===== config.mk =====
export PLATFORM = sky130hd
export DESIGN_NAME = penguronik_sum_decoder_flat
export DESIGN_NICKNAME = d
export VERILOG_FILES = /design/src/rtl/penguronik_sum_decoder_pkg.sv /design/src/rtl/penguronik_sum_decoder_if.sv /design/src/rtl/penguronik_sum_decoder_fsub1.sv /design/src/rtl/penguronik_sum_decoder.sv /design/src/flat_wrapper.sv
export SDC_FILE = /design/constraint.sdc
export NUM_CORES = 1
export LEC_CHECK = 0
export CAP_MARGIN = 5
export CORE_MARGIN = 2
export CORE_UTILIZATION = 51
export DETAILED_ROUTE_END_ITERATION = 7
export MAX_ROUTING_LAYER = met4
export PLACE_DENSITY = 0.83
export SLEW_MARGIN = 25
export SYNTH_ARGS = -nofsm -noshare
export SYNTH_HDL_FRONTEND = slang
export SYNTH_SLANG_ARGS = --single-unit

===== constraint.sdc =====
create_clock -name clk -period 2 [get_ports clk]
set_input_delay 0.2 -clock clk [delete_from_list [all_inputs] [get_ports clk]]
set_output_delay 0.2 -clock clk [all_outputs]
set_load 0.005 [all_outputs]

===== src/rtl/penguronik_sum_decoder_pkg.sv =====
// Shared types and sizing for the bit-serial sum decoder.
package penguronik_pkg;

    localparam int DEC_WIDTH = 8;
    localparam int DEC_CNT_W = $clog2(DEC_WIDTH) + 1;

    typedef enum logic [1:0] {
        ST_IDLE,
        ST_SHIFT,
        ST_HOLD
    } dec_state_t;

endpackage


===== src/rtl/penguronik_sum_decoder_if.sv =====
// Operand and result handshake bundle between a source/consumer (master) and the decoder (slave).
interface penguronik_sum_decoder_if #(
    parameter int WIDTH = 8
);
    logic             in_valid;
    logic             in_ready;
    logic [WIDTH-1:0] sum_in;
    logic [WIDTH-1:0] addend_in;
    logic             out_valid;
    logic             out_ready;
    logic [WIDTH-1:0] diff_out;
    logic             borrow_out;
    logic [WIDTH-1:0] diff_oe;

    modport master (
        output in_valid, sum_in, addend_in, out_ready,
        input  in_ready, out_valid, diff_out, borrow_out, diff_oe
    );

    modport slave (
        input  in_valid, sum_in, addend_in, out_ready,
        output in_ready, out_valid, diff_out, borrow_out, diff_oe
    );
endinterface


===== src/rtl/penguronik_sum_decoder_fsub1.sv =====
// Combinational 1-bit full subtractor: d = a - b - bin, bout set on underflow.
module penguronik_fsub1 (
    input  logic a_i,
    input  logic b_i,
    input  logic bin_i,
    output logic d_o,
    output logic bout_o
);
    assign d_o    = a_i ^ b_i ^ bin_i;
    assign bout_o = (~a_i & b_i) | (~(a_i ^ b_i) & bin_i);
endmodule


===== src/rtl/penguronik_sum_decoder.sv =====
// Bit-serial decoder recovering A = S - B mod 2^WIDTH plus borrow, LSB first, one bit per enabled clock.
// Result valid WIDTH enabled cycles after accept; held in HOLD until out_ready, no same-cycle turnaround.
module penguronik_sum_decoder
    import penguronik_pkg::*;
#(
    parameter int WIDTH = DEC_WIDTH
) (
    input  logic                   clk,
    input  logic                   rst,
    input  logic                   ena,
    penguronik_sum_decoder_if.slave bus
);
    localparam int               CNT_W    = $clog2(WIDTH) + 1;
    localparam logic [CNT_W-1:0] CNT_LAST = CNT_W'(WIDTH - 1);

    dec_state_t       state_q, state_d;
    logic [WIDTH-1:0] s_q, s_d;
    logic [WIDTH-1:0] b_q, b_d;
    logic [WIDTH-1:0] d_q, d_d;
    logic             br_q, br_d;
    logic [CNT_W-1:0] cnt_q, cnt_d;

    logic dbit;
    logic bout;

    penguronik_fsub1 u_fsub (
        .a_i    (s_q[0]),
        .b_i    (b_q[0]),
        .bin_i  (br_q),
        .d_o    (dbit),
        .bout_o (bout)
    );

    always_comb begin
        state_d = state_q;
        s_d     = s_q;
        b_d     = b_q;
        d_d     = d_q;
        br_d    = br_q;
        cnt_d   = cnt_q;
        case (state_q)
            ST_IDLE: begin
                if (bus.in_valid) begin
                    s_d     = bus.sum_in;
                    b_d     = bus.addend_in;
                    d_d     = '0;
                    br_d    = 1'b0;
                    cnt_d   = '0;
                    state_d = ST_SHIFT;
                end
            end
            ST_SHIFT: begin
                // difference bits enter at the MSB so the LSB lands at bit 0 after WIDTH shifts
                d_d   = {dbit, d_q[WIDTH-1:1]};
                br_d  = bout;
                s_d   = s_q >> 1;
                b_d   = b_q >> 1;
                cnt_d = cnt_q + CNT_W'(1);
                if (cnt_q == CNT_LAST) begin
                    state_d = ST_HOLD;
                end
            end
            ST_HOLD: begin
                if (bus.out_ready) begin
                    d_d     = '0;
                    br_d    = 1'b0;
                    state_d = ST_IDLE;
                end
            end
            default: state_d = ST_IDLE;
        endcase
    end

    always_ff @(posedge clk) begin
        if (rst) begin
            state_q <= ST_IDLE;
            s_q     <= '0;
            b_q     <= '0;
            d_q     <= '0;
            br_q    <= 1'b0;
            cnt_q   <= '0;
        end else if (ena) begin
            state_q <= state_d;
            s_q     <= s_d;
            b_q     <= b_d;
            d_q     <= d_d;
            br_q    <= br_d;
            cnt_q   <= cnt_d;
        end
    end

    // Outputs are masked outside HOLD so a partially shifted result is never visible.
    assign bus.in_ready   = (state_q == ST_IDLE);
    assign bus.out_valid  = (state_q == ST_HOLD);
    assign bus.diff_out   = bus.out_valid ? d_q : '0;
    assign bus.borrow_out = bus.out_valid & br_q;
    assign bus.diff_oe    = {WIDTH{bus.out_valid}};
endmodule


===== src/flat_wrapper.sv =====
// flat-port wrapper written by rule: the top's interface ports become plain ports
module penguronik_sum_decoder_flat import penguronik_pkg::*;
#(
    parameter int WIDTH = DEC_WIDTH
)
  (clk, rst, ena, bus_in_valid, bus_sum_in, bus_addend_in, bus_out_ready, bus_in_ready, bus_out_valid, bus_diff_out, bus_borrow_out, bus_diff_oe);
  penguronik_sum_decoder_if #(.WIDTH(WIDTH)) bus_i ();
  input  logic clk;
  input  logic rst;
  input  logic ena;
  input wire logic [$bits(bus_i.in_valid)-1:0] bus_in_valid;
  input wire logic [$bits(bus_i.sum_in)-1:0] bus_sum_in;
  input wire logic [$bits(bus_i.addend_in)-1:0] bus_addend_in;
  input wire logic [$bits(bus_i.out_ready)-1:0] bus_out_ready;
  output wire logic [$bits(bus_i.in_ready)-1:0] bus_in_ready;
  output wire logic [$bits(bus_i.out_valid)-1:0] bus_out_valid;
  output wire logic [$bits(bus_i.diff_out)-1:0] bus_diff_out;
  output wire logic [$bits(bus_i.borrow_out)-1:0] bus_borrow_out;
  output wire logic [$bits(bus_i.diff_oe)-1:0] bus_diff_oe;
  assign bus_i.in_valid = bus_in_valid;
  assign bus_i.sum_in = bus_sum_in;
  assign bus_i.addend_in = bus_addend_in;
  assign bus_i.out_ready = bus_out_ready;
  assign bus_in_ready = bus_i.in_ready;
  assign bus_out_valid = bus_i.out_valid;
  assign bus_diff_out = bus_i.diff_out;
  assign bus_borrow_out = bus_i.borrow_out;
  assign bus_diff_oe = bus_i.diff_oe;
  penguronik_sum_decoder #(.WIDTH(WIDTH)) u_core (.clk(clk), .rst(rst), .ena(ena), .bus(bus_i));
endmodule

==> impl_metrics.toml, run 1 <==
[power]
p_leak_nw = 0.711
total_power_mw = 1.38
power_density_nw_per_um2 = 711
peakVddDrop_mv = 0.523

[detailed_routing]
wl_um = 3150
drcViolationCount = 0
wire_per_inst_um = 13.4
drt_pre_antenna_iters = 4
vias = 1338
viasPerCell = 5.69
ant_nets = 0
dr.first_iter.drc_count = 39

[die]
io_pins = 40
initial_core_util = 0.543
die_x_um = 58.4
chipHeight_um = 58.4
rows = 19
core-area_sq_um = 2780
dieArea_sq_um = 3410

[grt]
grt_max_degree = 20
antenna_found_initial = 0
gr-total-overflow = 0
grt_pass1_wl_um = 5140
grt_usage = 0.204
grt_pass1_vias = 1196

[timing]
finalMaxSlewViolations = 0
timing.final.crit_share = 0.951
worstMarginPinSlew_ns = 0.954
skew_ns = 0.0129
max_slew_margin = 0.362
fmax_mhz = 526
finalSetupViolations = 0
hold_slack_ns = 0.432
fin_setup_tns_ns = 0
finalCriticalPeriod_ns = 1.90
hold_viol = 0

[clock_network]
worstSkewPairLatency_ns = 0.33
clk_path_buf_depth = 2
htreeDepth = 2
cts_buffers = 5
clk_pin_slew_worst_paths_ns = 0.10
hold_buffers = 0
cts_tree = "done"
clock-root-buffer = "clkbuf_4"
cts.sinks = 31

[worst_setup_path]
crit_end = "bus_diff_out[0]"
critPathRequiredTime_ns = 1.80
cpPeakStageDelay_ns = 0.50
cp.depth = 4
crit_slowest_cell = "clkdlybuf4s50_1"
critical_path_peak_fanout = 19
r2r-end = "u_core.b_q[2]$_SDFFE_PP0P_"
r2r_slack_ns = 0.27
crit_type = "register to output port"
critPathBufInv = 2
endpoint_kind = "output port"
reg2reg_depth = 3
arrival_ns = 1.70
path_cells = "nor2b_1, buf_6, and2_1, clkdlybuf4s50_1"
crit_path_start_kind = "register"
critPathLaunch = "u_core.state_q[0]$_SDFFE_PP0P_"
rr_startpoint = "u_core.state_q[0]$_SDFFE_PP0P_"
cp_top_family = "buffers and inverters"

[synth]
yosysTopAreaCell = "dfxtp_1"
synth_top_area_share = 0.411
ys_seq_elements = 31
post_synth.cell_area_avg_sq_um = 8.73
syn_nets = 196
synth.top_cells.by_area = "dfxtp_1 (41%), a311oi_1 (8.1%), nand2_1 (7.5%)"
syn_area_sq_um = 1510
synthArstFlopShare = 0
synthFlopType = "dfxtp_1"
synthTopCellsByCount = "dfxtp_1 (31), nand2_1 (30), a21oi_1 (19)"
synth-edff-count = 0
yosysWarnings = 0
ys_types = 31
syn-instance-count = 173
synth.most_common_cell = "dfxtp_1"
ys_seq_area_frac = 0.411

[hold_path]
hold_path.class = "primary input to register"
min_path_cells = 3

[final_layout]
layout-drive-gt1-share = 0.0931
area_delta_synth_final_pct = 28.2
regArea_sq_um = 626
finalNetCount = 226
multiInputGateArea_sq_um = 746
utilization = 0.696
fillers = 229
diodes = 0

[placement]
portBuffers = 39
hpwl_um = 2150
gp_congestion = 0.823

[flow_run]
drv_cap = 0

[outcome]
status = "complete, no violations"
per-stage QoR:
step	worst slack, ns	instance area (sq um)	instances
after detailed placement	-0.0548	1830	226
after global routing	-0.0000890	1940	235
after global placement	0.0311	1830	226
final	0.0983	1940	235
after CTS	0.0398	1920	234
after floorplan	0.547	1510	173
worst min-delay path, stage by stage:
cell and delay [ns]:
clkdlybuf4s50_1 0.40, nand2_1 0.06, a311oi_1 0.07
cell type report:
cell class / count / share of cell area
inverter: 2 / 0.00388
timing repair buffer: 44 / 0.223
sequential: 31 / 0.323
tap: 31 / 0.0200
clock inverter: 2 / 0.0181
multi-input combinational: 119 / 0.385
clock buffer: 6 / 0.0265
repair_timing:
item / in CTS / in global routing
resized for setup: 2 / 2
setup endpoints to repair: 9 / 9
buffers inserted: 0 / 1
cell usage in the layout, fill, tap and decap left out, types with 2 or more instances in the layout:
| cell | synthesis | routed |
|---|---|---|
| buf_4 | 9 | 4 |
| nand3_1 | 3 | 3 |
| a311oi_1 | 14 | 14 |
| nor2b_1 | 3 | 3 |
| a31oi_1 | 2 | 2 |
| and2_1 | 10 | 10 |
| nand4b_1 | 2 | 2 |
| a21oi_1 | 19 | 19 |
| clkdlybuf4s50_1 | 0 | 39 |
| and2b_1 | 2 | 2 |
| dfxtp_1 | 31 | 29 |
| clkbuf_4 | 0 | 5 |
| nor2_1 | 4 | 4 |
| nand2b_1 | 2 | 2 |
| nand3b_1 | 2 | 2 |
| inv_1 | 2 | 2 |
| nand2_1 | 30 | 30 |
| a22o_1 | 9 | 9 |
| o21ai_0 | 6 | 6 |
worst min path at each step:
stage | start | end | slack (ns)
6_report | bus_sum_in[2] | u_core.s_q[2]$_SDFFE_PP0P_ | 0.43
4_1_cts | bus_sum_in[2] | u_core.s_q[2]$_SDFFE_PP0P_ | 0.43
3_3_place_gp | u_core.d_q[0]$_SDFFE_PP0P_ | u_core.d_q[0]$_SDFFE_PP0P_ | 0.45
3_5_place_dp | u_core.d_q[0]$_SDFFE_PP0P_ | u_core.d_q[0]$_SDFFE_PP0P_ | 0.45
5_1_grt | bus_sum_in[6] | u_core.s_q[6]$_SDFFE_PP0P_ | 0.43
2_1_floorplan | rst | u_core.b_q[4]$_SDFFE_PP0P_ | 0.27
where the power goes:
group          internal [mW]  switching, mW
registers              0.647         0.0239
clock network          0.295          0.217
logic                 0.0922          0.100
total                   1.03          0.341
flip-flops by register name (all words and copies together) (netlist names):
| signal | flops |
|---|---|
| u_core.b_q | 8 |
| u_core.d_q | 8 |
| u_core.s_q | 8 |
| u_core.cnt_q | 4 |
| u_core.state_q | 2 |
| u_core.br_q | 1 |
routing by layer:
layer  GRT usage  vias to the layer above  part of all wire
met5           -                        -                 0
met4      0.0664                        0             0.013
met3      0.0659                        4             0.065
met2       0.308                       44              0.45
met1       0.258                      616              0.47
li1            -                      674                 -
cell families (layout without fill, tap and decap cells):
logic type,after synthesis,count (layout),share of synthesized area
buffers and inverters,23,54,0.0953
AND/OR/NAND/NOR,64,64,0.220
AO/OA/AOI/OAI,53,53,0.252
flip-flops,31,31,0.411
adder cells (fa/ha/maj),2,2,0.0215
Note: power is estimated with default switching activity, not from simulation.
==> run 2: changes to the inputs <==
--- a/config.mk
+++ b/config.mk
@@ -6,11 +6,14 @@
 export NUM_CORES = 1
 export LEC_CHECK = 0
 export CAP_MARGIN = 5
+export CELL_PAD_IN_SITES_DETAIL_PLACEMENT = 0
+export CELL_PAD_IN_SITES_GLOBAL_PLACEMENT = 1
 export CORE_MARGIN = 2
-export CORE_UTILIZATION = 51
+export CORE_UTILIZATION = 38
 export DETAILED_ROUTE_END_ITERATION = 7
+export HOLD_SLACK_MARGIN = 0.05
 export MAX_ROUTING_LAYER = met4
-export PLACE_DENSITY = 0.83
+export PLACE_DENSITY_LB_ADDON = 0.1
 export SLEW_MARGIN = 25
 export SYNTH_ARGS = -nofsm -noshare
 export SYNTH_HDL_FRONTEND = slang
==> constraint.sdc (replaced) <==
create_clock -name clk -period 2 [get_ports clk]
set_input_delay 0.4 -clock clk [delete_from_list [all_inputs] [get_ports clk]]
set_output_delay 0.4 -clock clk [all_outputs]
set_load 0.005 [all_outputs]
==> run 2 against run 1 <==
Sequential power shrank 0.7%. Clock power shrank 16%. First-iteration DRC count increased by 87%. Fmax fell by 0.68%. Power decreased by 4.4%. Combinational power is 13% higher. Die area rose by 32%. Clock skew down 0.0091 ns.
==> impl_metrics.toml, run 2 (same netlist as run 1, synthesis figures left out) <==
[final_layout]
final_cell_mix = "clkdlybuf4s50_1 (38), nand2_1 (30), dfxtp_1 (30), a21oi_1 (19), a311oi_1 (14)"
fillers = 372
layout-drive-gt1-share = 0.123
reg.largest.list = "u_core.b_q x8, u_core.d_q x8, u_core.s_q x8"
finalNetCount = 235
diodes = 0
layout_commonest_cell = "clkdlybuf4s50_1"
area_delta_synth_final_pct = 35.1
post-route-cell-area_sq_um = 2040
fin_cells = 259

[worst_setup_path]
r2r-end = "u_core.s_q[1]$_SDFFE_PP0P_"
reg2reg_depth = 4
crit_path_start_kind = "register"
cp_top_family = "buffers and inverters"
crit_slowest_cell = "clkdlybuf4s50_1"
crit_end = "bus_borrow_out"
cpPeakStageDelay_ns = 0.49
critical_path_peak_fanout = 5
r2r_slack_ns = 0.44
critPathRequiredTime_ns = 1.60
path_cells = "nor2b_4, buf_4, and2_1, clkdlybuf4s50_1"
critPathLaunch = "u_core.state_q[1]$_SDFFE_PP0P_"
crit_type = "register to output port"
rr_startpoint = "u_core.state_q[0]$_SDFFE_PP0P_"
critPathBufInv = 2
endpoint_kind = "output port"
cp.depth = 4
arrival_ns = 1.51

[grt]
grt_pass1_vias = 1247
grt_usage = 0.176
grt_util_met3 = 0.0507
met2_usage = 0.276
grt_max_degree = 18
use_met1 = 0.217
top_usage_layer = "met2"
grt_pass1_wl_um = 5780
gr-total-overflow = 0
antenna_found_initial = 0

[power]
peakVddDrop_mv = 0.327
p_clk_frac = 0.329
swShare = 0.251
combPwrFrac = 0.165
switching_power_mw = 0.330
p_leak_nw = 0.770
intPower_mw = 0.985
seqPwrFrac = 0.507
power_density_nw_per_um2 = 645

[timing]
fin_setup_tns_ns = 0
finalSetupViolations = 0
finalCriticalPeriod_ns = 1.91
fmax_mhz = 522
hold_viol = 0
finalMaxSlewViolations = 0
grt_setup_unrepaired = "false"
timing.final.crit_share = 0.957
skew_ns = 0.00380
max_slew_margin = 0.594
hold_slack_ns = 0.471
worstMarginPinSlew_ns = 0.609

[detailed_routing]
vias = 1357
dr.first_iter.drc_count = 73
wl_um = 3430
drt_pre_antenna_iters = 4
wire_per_inst_um = 13.2
drcViolationCount = 0
viasPerCell = 5.24
ant_nets = 0

[placement]
placed_area_sq_um = 1930
dp_cells = 251
portBuffers = 39
hpwl_um = 2340
gp_congestion = 0.767

[die]
dieArea_sq_um = 4490
initial_core_util = 0.403
rows = 22
io_pins = 40
core-area_sq_um = 3740
chipHeight_um = 67.0
die_x_um = 67.0

[clock_network]
cts.sinks = 31
clock-root-buffer = "clkbuf_8"
worstSkewPairLatency_ns = 0.27
cts_buffers = 5
hold_buffers = 0
clk_pin_slew_worst_paths_ns = 0.06
cts_tree = "done"
htreeDepth = 2
clk_path_buf_depth = 2

[flow_run]
drv_cap = 0

[hold_path]
hold_path.class = "register to register"

[outcome]
status = "complete, no violations"
## run 2: cell count changes in the layout (fill, tap and decap cells not counted), sizes merged
cell	change
bufinv	-1
clkdlybuf4s50	-1
dlymetal6s2s	+1
buf	+9
clkinv	-1
## run 2: cell type report
| cell class | count | area [sq um] | share of cell area |
|---|---|---|---|
| multi-input combinational | 119 | 756 | 0.370 |
| sequential | 31 | 622 | 0.305 |
| timing repair buffer | 53 | 523 | 0.256 |
| clock buffer | 6 | 72.6 | 0.0356 |
| tap | 48 | 60.1 | 0.0294 |
| inverter | 2 | 7.51 | 0.00368 |
## run 2: timing repair
action                                  4_1_cts  5_1_grt
hold endpoints to repair                      0        0
endpoints found under the setup margin        9       18
buffers inserted                              1        0
resized for setup                             0        6
gates cloned                                  0        1
## run 2: worst min-delay path by stage
stage | end | from | depth (start not counted)
after floorplan | u_core.d_q[0]$_SDFFE_PP0P_ | u_core.d_q[0]$_SDFFE_PP0P_ | 1
after global placement | u_core.d_q[0]$_SDFFE_PP0P_ | u_core.d_q[0]$_SDFFE_PP0P_ | 1
after detailed placement | u_core.d_q[0]$_SDFFE_PP0P_ | u_core.d_q[0]$_SDFFE_PP0P_ | 1
after CTS | u_core.cnt_q[2]$_SDFFE_PP0P_ | u_core.cnt_q[2]$_SDFFE_PP0P_ | 1
after global routing | u_core.d_q[0]$_SDFFE_PP0P_ | u_core.d_q[0]$_SDFFE_PP0P_ | 1
final | u_core.d_q[0]$_SDFFE_PP0P_ | u_core.d_q[0]$_SDFFE_PP0P_ | 1
## run 2: power groups by stage
stage                     combinational (mW)  clock [mW]  sequential [mW]
after floorplan                        0.133           0            0.676
after global placement                 0.213           0            0.678
after detailed placement               0.218           0            0.679
after CTS                              0.219       0.447            0.665
after global routing                   0.245       0.476            0.670
final                                  0.217       0.432            0.666
## run 2: metrics by stage
| step | util | power, mW | setup WS [ns] |
|---|---|---|---|
| after floorplan | - | 0.809 | 0.347 |
| after global placement | 0.515 | 0.892 | -0.0351 |
| after detailed placement | 0.515 | 0.896 | -0.137 |
| after CTS | 0.539 | 1.33 | 0.00934 |
| after global routing | 0.545 | 1.39 | 0.00312 |
| final | 0.545 | 1.32 | 0.0852 |
## run 2: worst reg2reg max path: cells and delay by family, from the launching register on
| family | cells | cell delay [ns] |
|---|---|---|
| AOI/OAI and AO/OA | 1 | 0.29 |
| and+or+nand+nor | 2 | 0.60 |
| buffers and inverters | 1 | 0.20 |
| DFF | 1 | 0.38 |
## run 2: per-layer routing
layer	vias to the layer above	part of all wire
met5	-	0
met4	0	0.0061
li1	684	-
met1	633	0.50
met2	38	0.44
met3	2	0.055
